**src/rtl/tetris_pkg.sv**
```systemverilog
// Shared playfield types and constants for the board engine and display stage.
package tetris_pkg;
  localparam int BOARD_H   = 16;
  localparam int PREVIEW_X = 12;

  typedef enum logic [2:0] {IDLE, LOCK, SCAN, FLASH, SHIFT} state_t;
  typedef logic [15:0] piece_map_t;
  typedef logic [BOARD_H-1:0][15:0] board_t;

  // Ones in columns 0..w-1; built by loop so w = 16 does not overflow.
  function automatic logic [15:0] col_mask(input int w);
    logic [15:0] m;
    m = '0;
    for (int i = 0; i < 16; i++)
      if (i < w) m[i] = 1'b1;
    return m;
  endfunction
endpackage

```
**src/rtl/row_full_detect.sv**
```systemverilog
// Flags every board row whose playable columns are all occupied.
module row_full_detect
  import tetris_pkg::*;
(
  input  board_t      board,
  input  logic [15:0] col_mask,
  output logic [15:0] full_mask
);
  always_comb begin
    full_mask = '0;
    for (int y = 0; y < BOARD_H; y++)
      full_mask[y] = ((board[y] & col_mask) == col_mask);
  end
endmodule

```
**src/rtl/board_lock_clear.sv**
```systemverilog
// Settled-block board: merges landed pieces, flashes full rows, collapses them.
//   state | meaning
//   IDLE  | waiting for a landed piece (ready unless game over)
//   LOCK  | OR clipped piece into board, detect overlap
//   SCAN  | latch full-row mask
//   FLASH | show full rows red+green for FLASH_CYCLES cycles
//   SHIFT | drop rows above the lowest full row by one, one row per cycle
module board_lock_clear
  import tetris_pkg::*;
#(
  parameter int FIELD_W      = 10,
  parameter int FLASH_CYCLES = 8
) (
  input  logic        clk,
  input  logic        reset,
  input  logic        lock_valid,
  output logic        lock_ready,
  input  piece_map_t  lock_map,
  input  logic [3:0]  lock_x,
  input  logic [3:0]  lock_y,
  output board_t      occ,
  output board_t      RedPixels_board,
  output board_t      GrnPixels_board,
  output logic        lines_done,
  output logic [2:0]  lines_count,
  output logic [15:0] lines_total,
  output logic        game_over
);
  localparam logic [15:0] COL_MASK   = col_mask(FIELD_W);
  localparam logic [15:0] FLASH_LOAD = 16'(FLASH_CYCLES - 1);

  state_t      state, state_nxt;
  board_t      board, board_nxt, piece_cells, shift_board;
  piece_map_t  lat_map;
  logic [3:0]  lat_x, lat_y, row_sel;
  logic [15:0] full_mask, full_mask_r, shift_mask, flash_cnt;
  logic [2:0]  count, count_nxt;
  logic        overlap, done_entry;

  row_full_detect u_row_full_detect (
    .board     (board),
    .col_mask  (COL_MASK),
    .full_mask (full_mask)
  );

  // Piece cells are placed in 5-bit space so off-field cells drop instead of wrapping.
  always_comb begin : lock_cells
    logic [4:0] ax, ay;
    piece_cells = '0;
    for (int dy = 0; dy < 4; dy++)
      for (int dx = 0; dx < 4; dx++) begin
        ax = {1'b0, lat_x} + 5'(dx);
        ay = {1'b0, lat_y} + 5'(dy);
        if (lat_map[15 - (dy * 4 + dx)] && (ax < 5'(FIELD_W)) && !ay[4])
          piece_cells[ay[3:0]][ax[3:0]] = 1'b1;
      end
  end

  assign overlap = |(piece_cells & board);

  always_comb begin
    row_sel = '0;
    for (int y = 0; y < BOARD_H; y++)
      if (full_mask_r[y]) row_sel = 4'(y);
  end

  always_comb begin
    shift_board    = board;
    shift_mask     = full_mask_r;
    shift_board[0] = '0;
    shift_mask[0]  = 1'b0;
    for (int y = 1; y < BOARD_H; y++)
      if (4'(y) <= row_sel) begin
        shift_board[y] = board[y-1];
        shift_mask[y]  = full_mask_r[y-1];
      end
  end

  always_comb begin
    board_nxt = board;
    count_nxt = count;
    case (state)
      LOCK:    board_nxt = board | piece_cells;
      SHIFT: begin
        board_nxt = shift_board;
        count_nxt = count + 3'd1;
      end
      default: ;
    endcase
  end

  always_ff @(posedge clk) begin
    if (reset) state <= IDLE;
    else       state <= state_nxt;
  end

  always_comb begin
    state_nxt = state;
    case (state)
      IDLE:    if (lock_valid && lock_ready) state_nxt = LOCK;
      LOCK:    state_nxt = SCAN;
      SCAN:    state_nxt = (full_mask == '0) ? IDLE : FLASH;
      FLASH:   if (flash_cnt == '0) state_nxt = SHIFT;
      SHIFT:   if (shift_mask == '0) state_nxt = IDLE;
      default: state_nxt = IDLE;
    endcase
  end

  always_comb begin
    lock_ready      = (state == IDLE) && !game_over;
    occ             = board;
    RedPixels_board = '0;
    GrnPixels_board = '0;
    for (int y = 0; y < BOARD_H; y++) begin
      if (state == FLASH && full_mask_r[y]) begin
        RedPixels_board[y] = COL_MASK;
        GrnPixels_board[y] = COL_MASK;
      end else begin
        RedPixels_board[y] = board[y] & COL_MASK;
      end
    end
  end

  assign done_entry = ((state == SCAN) || (state == SHIFT)) && (state_nxt == IDLE);

  always_ff @(posedge clk) begin
    if (reset) begin
      board       <= '0;
      lat_map     <= '0;
      lat_x       <= '0;
      lat_y       <= '0;
      full_mask_r <= '0;
      flash_cnt   <= '0;
      count       <= '0;
      lines_done  <= 1'b0;
      lines_count <= '0;
      lines_total <= '0;
      game_over   <= 1'b0;
    end else begin
      board      <= board_nxt;
      lines_done <= done_entry;
      case (state)
        IDLE: if (lock_valid && lock_ready) begin
          lat_map <= lock_map;
          lat_x   <= lock_x;
          lat_y   <= lock_y;
          count   <= '0;
        end
        LOCK: if (overlap) game_over <= 1'b1;
        SCAN: begin
          full_mask_r <= full_mask;
          flash_cnt   <= FLASH_LOAD;
        end
        FLASH: if (flash_cnt != '0) flash_cnt <= flash_cnt - 16'd1;
        SHIFT: begin
          full_mask_r <= shift_mask;
          count       <= count_nxt;
          if (lines_total != 16'hFFFF) lines_total <= lines_total + 16'd1;
        end
        default: ;
      endcase
      if (done_entry) begin
        lines_count <= count_nxt;
        if (|board_nxt[0]) game_over <= 1'b1;
      end
    end
  end
endmodule
```
**config.mk**
```make
export PLATFORM = sky130hd
export DESIGN_NAME = board_lock_clear
export DESIGN_NICKNAME = d
export VERILOG_FILES = /design/src/rtl/tetris_pkg.sv /design/src/rtl/row_full_detect.sv /design/src/rtl/board_lock_clear.sv
export SDC_FILE = /design/constraint.sdc
export NUM_CORES = 2
export LEC_CHECK = 0
export BUFFER_PORTS_ARGS = -buffer_cell sky130_fd_sc_hd__buf_2
export CAP_MARGIN = 20
export CORE_AREA = 5 5 313 315
export CTS_CLUSTER_SIZE = 24
export DETAILED_ROUTE_END_ITERATION = 6
export DIE_AREA = 0 0 318 320
export PLACE_DENSITY_LB_ADDON = 0.12
export SLEW_MARGIN = 20
export SYNTH_ARGS = -nofsm -noshare
export SYNTH_HDL_FRONTEND = slang
export SYNTH_SLANG_ARGS = --single-unit
```
**constraint.sdc**
```tcl
create_clock -name clk -period 8.4 [get_ports clk]
set_input_delay 0.42 -clock clk [delete_from_list [all_inputs] [get_ports clk]]
set_output_delay 0.42 -clock clk [all_outputs]
set_load 0.01 [all_outputs]
```
==> Yosys cells after proc, flatten, opt, wreduce, memory -nomap -nowiden <==
Index checks and enable logic that the tools add are counted.
{ "word_totals": {"ff_bits": 339, "inputBits": 27, "wordCells": 366} }
{ "classes": {"addsub": 9, "n_lt_le_gt_ge": 35, "n_eq_ne": 38, "mux": 149, "n_bitwise": 17, "reduce_logical": 91} }
{ "ops": {"columns": ["op", "count"], "rows": [
  ["256-bit 2-to-1 mux", 16],
  ["256-bit bitwise OR", 16],
  ["16-bit demux with 4-bit select", 16],
  ["16-bit 2-to-1 mux", 32],
  ["256-bit case mux with 2 select lines", 1],
  ["10-bit 2-to-1 mux", 32],
  ["256-bit AND", 1],
  ["256-bit OR reduction", 1],
  ["10-bit equality test (second input constant)", 16],
  ["16-bit case mux with 2 select lines", 2],
  ["1-bit logical AND", 55],
  ["4-bit 2-to-1 mux", 13],
  ["16-bit logical NOT", 3],
  ["4-bit by 5-bit < comparator with 1-bit output (second input constant)", 8],
  ["2-bit AND reduction", 19],
  ["4-bit by 1-bit >= comparator with 1-bit output (second input constant)", 8],
  ["4-bit less-or-equal comparator (first input constant)", 8],
  ["2-bit != test (second input constant)", 16],
  ["1-bit 2-to-1 mux", 24],
  ["4-bit by 2-bit adder with 5-bit output (second input constant)", 4],
  ["16-bit by 1-bit adder with 16-bit output (second input constant)", 1],
  ["1-bit demux with 4-bit select", 4],
  ["3-bit by 4-bit less-or-equal comparator with 1-bit output (first input constant)", 4],
  ["16-bit != test (second input constant)", 1],
  ["other kinds (21)", 38]
]} }

==> Depth between registers and ports, before layout <==
{ "depth": {"depth_word": 43, "mapped_depth": 18, "mapped_depth_nobuf": 13} }

==> Cells and area by module <==
A second synthesis with hierarchy kept.
{ "unflattened": {"cells_unflattened": 4870, "hier_area_um2": 33135.5} }
{ "by_module_without_submodules": {"columns": ["mod", "instances", "cells_per_inst", "area_per_inst_um2"], "rows": [
  ["board_lock_clear", 1, 4577, 31029.8],
  ["row_full_detect", 1, 293, 2105.8]
]} }

==> Worst setup path before layout <==
OpenSTA, ideal clock, no wires.
{ "synth_timing": {"path_type": "register to register", "startpoint": "reg lat_x[1]", "endpoint": "reg game_over", "arrival_time_ns": 3.671, "t_required_ns": 8.271, "setup_slack_ns": 4.600, "stages_incl_launch_ff": 15, "path_buffers": 1, "cell_sequence": "dfxtp_1 -> inv_1 -> ha_1 -> buf_2 -> nor3_1 -> a41oi_2 -> a21oi_1 -> a211oi_2 -> o22ai_1 -> or3_1 -> a222oi_1 -> nand4_1 -> or4_1 -> nor4_2 -> a31oi_1"} }
{ "synth_via": {"elab_chain_len": 43} }
{ "synth_rtl": {"columns": ["item", "line", "rtl"], "rows": [
  ["start: declaration", "board_lock_clear.sv:35", "logic [3:0] lat_x, lat_y, row_sel;"],
  ["start signal: assignment", "board_lock_clear.sv:145", "lat_x <= lock_x;"],
  ["4-bit by 1-bit adder with 5-bit output, or another cell as far along", "board_lock_clear.sv:52", "ax = {1'b0, lat_x} + 5'(dx);"],
  ["4-bit by 5-bit < comparator with 1-bit output (not written as such), or another cell as far along", "board_lock_clear.sv:55", "piece_cells[ay[3:0]][ax[3:0]] = 1'b1;"],
  ["1-bit logical AND (not written as such) or 1-bit 2-to-1 mux (tied branches)", "board_lock_clear.sv:55", null],
  ["1-bit 2-to-1 mux (not written as such) or 1-bit demux with 4-bit select (tied branches)", "board_lock_clear.sv:55", null],
  ["1-bit demux with 4-bit select or 16-bit 2-to-1 mux (tied branches)", "board_lock_clear.sv:55", null],
  ["16-bit 2-to-1 mux (not written as such) or 16-bit demux with 4-bit select (tied branches)", "board_lock_clear.sv:55", null],
  ["16-bit demux with 4-bit select or 256-bit 2-to-1 mux (tied branches)", "board_lock_clear.sv:55, board_lock_clear.sv:54", null],
  ["256-bit bitwise OR (no line)", null, null],
  ["[... 27 more ...]", null, null],
  ["256-bit bitwise OR (no line)", null, null],
  ["256-bit 2-to-1 mux (*)", "board_lock_clear.sv:54", "if (lat_map[15 - (dy * 4 + dx)] && (ax < 5'(FIELD_W)) && !ay[4])"],
  ["256-bit AND", "board_lock_clear.sv:59", "assign overlap = |(piece_cells & board);"],
  ["256-bit OR reduction", "board_lock_clear.sv:59", null],
  ["1-bit 2-to-1 mux", "board_lock_clear.sv:149", "LOCK: if (overlap) game_over <= 1'b1;"],
  ["1-bit 2-to-1 mux", "board_lock_clear.sv:142", "case (state)"],
  ["1-bit 2-to-1 mux", "board_lock_clear.sv:164", "if (|board_nxt[0]) game_over <= 1'b1;"],
  ["1-bit 2-to-1 mux (*)", "board_lock_clear.sv:162", "if (done_entry) begin"],
  ["end signal: assignment", "board_lock_clear.sv:138", "game_over <= 1'b0;"],
  ["end signal: assignment", "board_lock_clear.sv:149", null],
  ["end signal: assignment", "board_lock_clear.sv:164", null],
  ["end: declaration", "board_lock_clear.sv:27", "output logic game_over"]
]} }
Every way passes the cells marked *; elsewhere a longest branch is shown, timed or not.
A chain may end at the register's enable or synchronous reset.

==> Worst setup path after layout <==
Ends and elaborated chain as after synthesis.

==> flow_summary.json <==
{
  "clockRootBuffer": "clkbuf_16",
  "synth_area_leaders": "dfxtp_1 23%, buf_4 8.8%, nand2_1 7.0%",
  "setup_tns_ns": 0,
  "ys_ff_latch": 339,
  "hold_violations": 0,
  "wl_mm": 264,
  "die_w_um": 318,
  "netlist_area_um2": 29700,
  "final_layout_size_suffix_gt1_share_pct": 22.5,
  "hp-class": "in -> reg",
  "max_freq_ghz": 0.150,
  "cts_tree": "yes",
  "numClockSinks": 339,
  "htreeDepth": 2,
  "worstSetupPathType": "reg -> reg",
  "r2r-end": "game_over",
  "yosysTopAreaCellShare_pct": 22.8,
  "max_cap_viol_count": 0,
  "initial_core_util_pct": 31.4,
  "path_clk_slew_ns": 0.07,
  "period_minus_slack_ns": 6.65,
  "yosys_warnings": 0,
  "clkLatencyLatePin_ns": 0.66,
  "relSlewSlack_pct": 8.57,
  "start_kind": "register",
  "via_per_inst": 6.83,
  "syn_to_final_growth_pct": 17.9,
  "core_area_um2": 94600,
  "grt_pass1_wl_mm": 345,
  "finalCritPeriodShare_pct": 79.2,
  "cts.path.max_buffers": 3,
  "dpl.hpwl_mm": 202,
  "grt_max_degree": 113,
  "ys_top_cells_by_count": "555 x nand2_1, 437 x nor2_1, 348 x buf_4",
  "grt_usage_pct": 48.3,
  "gp_congestion": 1.16,
  "yosysTopAreaCell": "dfxtp_1",
  "tightestPinTransition_ns": 1.36,
  "reg2regPathDepth": 15,
  "post-route-util_pct": 37.0,
  "ys.flop_type": "dfxtp_1",
  "dr.pass1.iters": 7,
  "end_kind": "register",
  "worstPathRequired_ns": 8.94,
  "path_max_fanout": 20,
  "rrSetupSlack_ns": 1.75,
  "drt_iter0_drc": 7769,
  "p_leak_nw": 15.4,
  "whs_path_depth": 3,
  "grt_pass1_vias": 37450,
  "synth_seq_area_share_pct": 22.8,
  "cp.arrival_ns": 7.19,
  "grt_overflow": 0,
  "antenna_found_initial": 33,
  "worst_ir_drop_vdd_mv": 0.142,
  "min_to": "lat_y[3]",
  "syn_inst": 4336,
  "cts_resized": 0,
  "layout.nets": 4823,
  "slew_viol_final": 0,
  "yosysMostFrequentCell": "nand2_1",
  "finClkSkew_ns": 0.0463,
  "violations": "DRC",
  "wire_per_inst_um": 43.3,
  "io_pins": 817,
  "die_area_um2": 102000,
  "rsz0062_at_grt": "false",
  "fp.dieH_um": 320,
  "r2r-start": "lat_x[1]",
  "async_reset_ff_share_pct": 0,
  "status": "finished with violations",
  "drc": 5,
  "cellPowerDensity_nw_per_um2": 134,
  "synth-edff-count": 0,
  "syn_avg_cell_area_um2": 6.85,
  "portBuffers": 624,
  "worstHoldStart": "lock_y[3]",
  "ant_nets": 0,
  "row_count": 113,
  "cts_buffers": 43,
  "setup_viol": 0,
  "vias": 41633,
  "nFillCells": 10406,
  "ys_types": 103
}
[layout make-up]
cell class,count,area (um2),share of cell area (%)
multi-input combinational,3414,19700,56.1
sequential,339,6790,19.4
timing repair buffer,882,5100,14.6
tap,1265,1580,4.52
clock buffer,65,1260,3.59
inverter,100,380,1.09
clock inverter,14,203,0.579
antenna,20,50.0,0.143
[layer usage]
metal,wire (um),global-route usage (%),vias to the layer above
met2,104000,68.0,3924
li1,-,-,16390
met3,36900,19.2,1009
met1,99100,60.3,20293
met5,132,0,-
met4,23700,33.2,17
[what timing repair did]
item,CTS,global route
buffers inserted,0,0
hold buffers,10,0
hold endpoints to repair,10,0
setup endpoints to repair,0,0
[registers in the layout, summed over array words and instances, names as in the netlist]
register     count
occ            256
flash_cnt       16
full_mask_r     16
lat_map         16
lines_total     16
lat_x            4
lat_y            4
count            3
lines_count      3
state            3
game_over        1
lines_done       1
[worst max-delay path, cell delays in order, from the launching register on]
cell and delay (ns):
dfxtp_1 0.64, ha_1 0.69, or3b_4 0.50, o21ai_2 0.07, buf_4 0.35, nor2_1 0.25
buf_6 0.21, a221oi_1 1.03, o21ai_2 0.11, buf_4 0.29, a211oi_1 0.94, o21ai_0 0.29
a211oi_1 0.41, o2111ai_1 0.29, nor4_2 0.32, a31oi_1 0.12
[how the worst max path moves through the flow]
stage	from	to	cells after the start
2_1_floorplan	lat_x[1]	game_over	14
3_3_place_gp	lat_x[0]	game_over	14
3_5_place_dp	lat_x[1]	game_over	15
4_1_cts	lat_x[1]	game_over	15
5_1_grt	lat_x[0]	game_over	14
6_report	lat_x[1]	game_over	15
[power breakdown]
group | switching, mW | internal (mW) | total [mW] | leakage, nW
sequential | 0.0469 | 1.63 | 1.68 | 2.74
clock | 0.873 | 1.16 | 2.04 | 0.716
combinational | 0.788 | 0.201 | 0.989 | 11.9
total | 1.71 | 3.00 | 4.70 | 15.4
[cells in the final DEF, fill, tap and decap left out, drive strengths merged, types with 15 or more instances in the layout]
cell type and instances:
o221a 21, o221ai 39, clkbuf 65, nor2 437, and3 21, nand4 74
nand2b 153, nor3 213, o211ai 27, a31oi 20, o2111ai 27, o22ai 252
xor2 22, a221oi 25, nand2 557, and2 19, a222oi 15, o32ai 33
nand3 89, a22o 25, a211o 48, o31ai 33, nor4 39, diode 20
buf 872, inv 100, a21o 27, ha 16, a211oi 183, conb 192
a22oi 32, a21oi 328, o21ai 197, dfxtp 339, nor2b 30
[stage by stage]
stage	power, mW	std cells	worst slack, ns	instance area (um2)	hold WS (ns)
2_1_floorplan	2.23	4527	4.60	30400	0.437
3_3_place_gp	2.62	5984	2.13	33300	0.455
3_5_place_dp	2.61	5986	2.08	33300	0.461
4_1_cts	4.63	6075	2.07	34900	0.00184
5_1_grt	4.75	6079	1.89	35000	0.0229
6_report	4.70	6099	1.75	35000	0.0303
[kinds of logic (layout without fill, tap and decap cells)]
group                    after synthesis  in the layout  share of synthesized area [%]
AND/OR/NAND/NOR                     1718           1718                           27.4
multiplexers                           4              4                          0.135
XOR/XNOR                              35             35                           1.11
AO/OA/AOI/OAI                       1449           1449                           33.3
other                                  1            212                         0.0126
buffers and inverters                774           1061                           14.5
flip-flops                           339            339                           22.8
adder cells (fa/ha/maj)               16             16                          0.674
(Power assumes the default switching activity.)
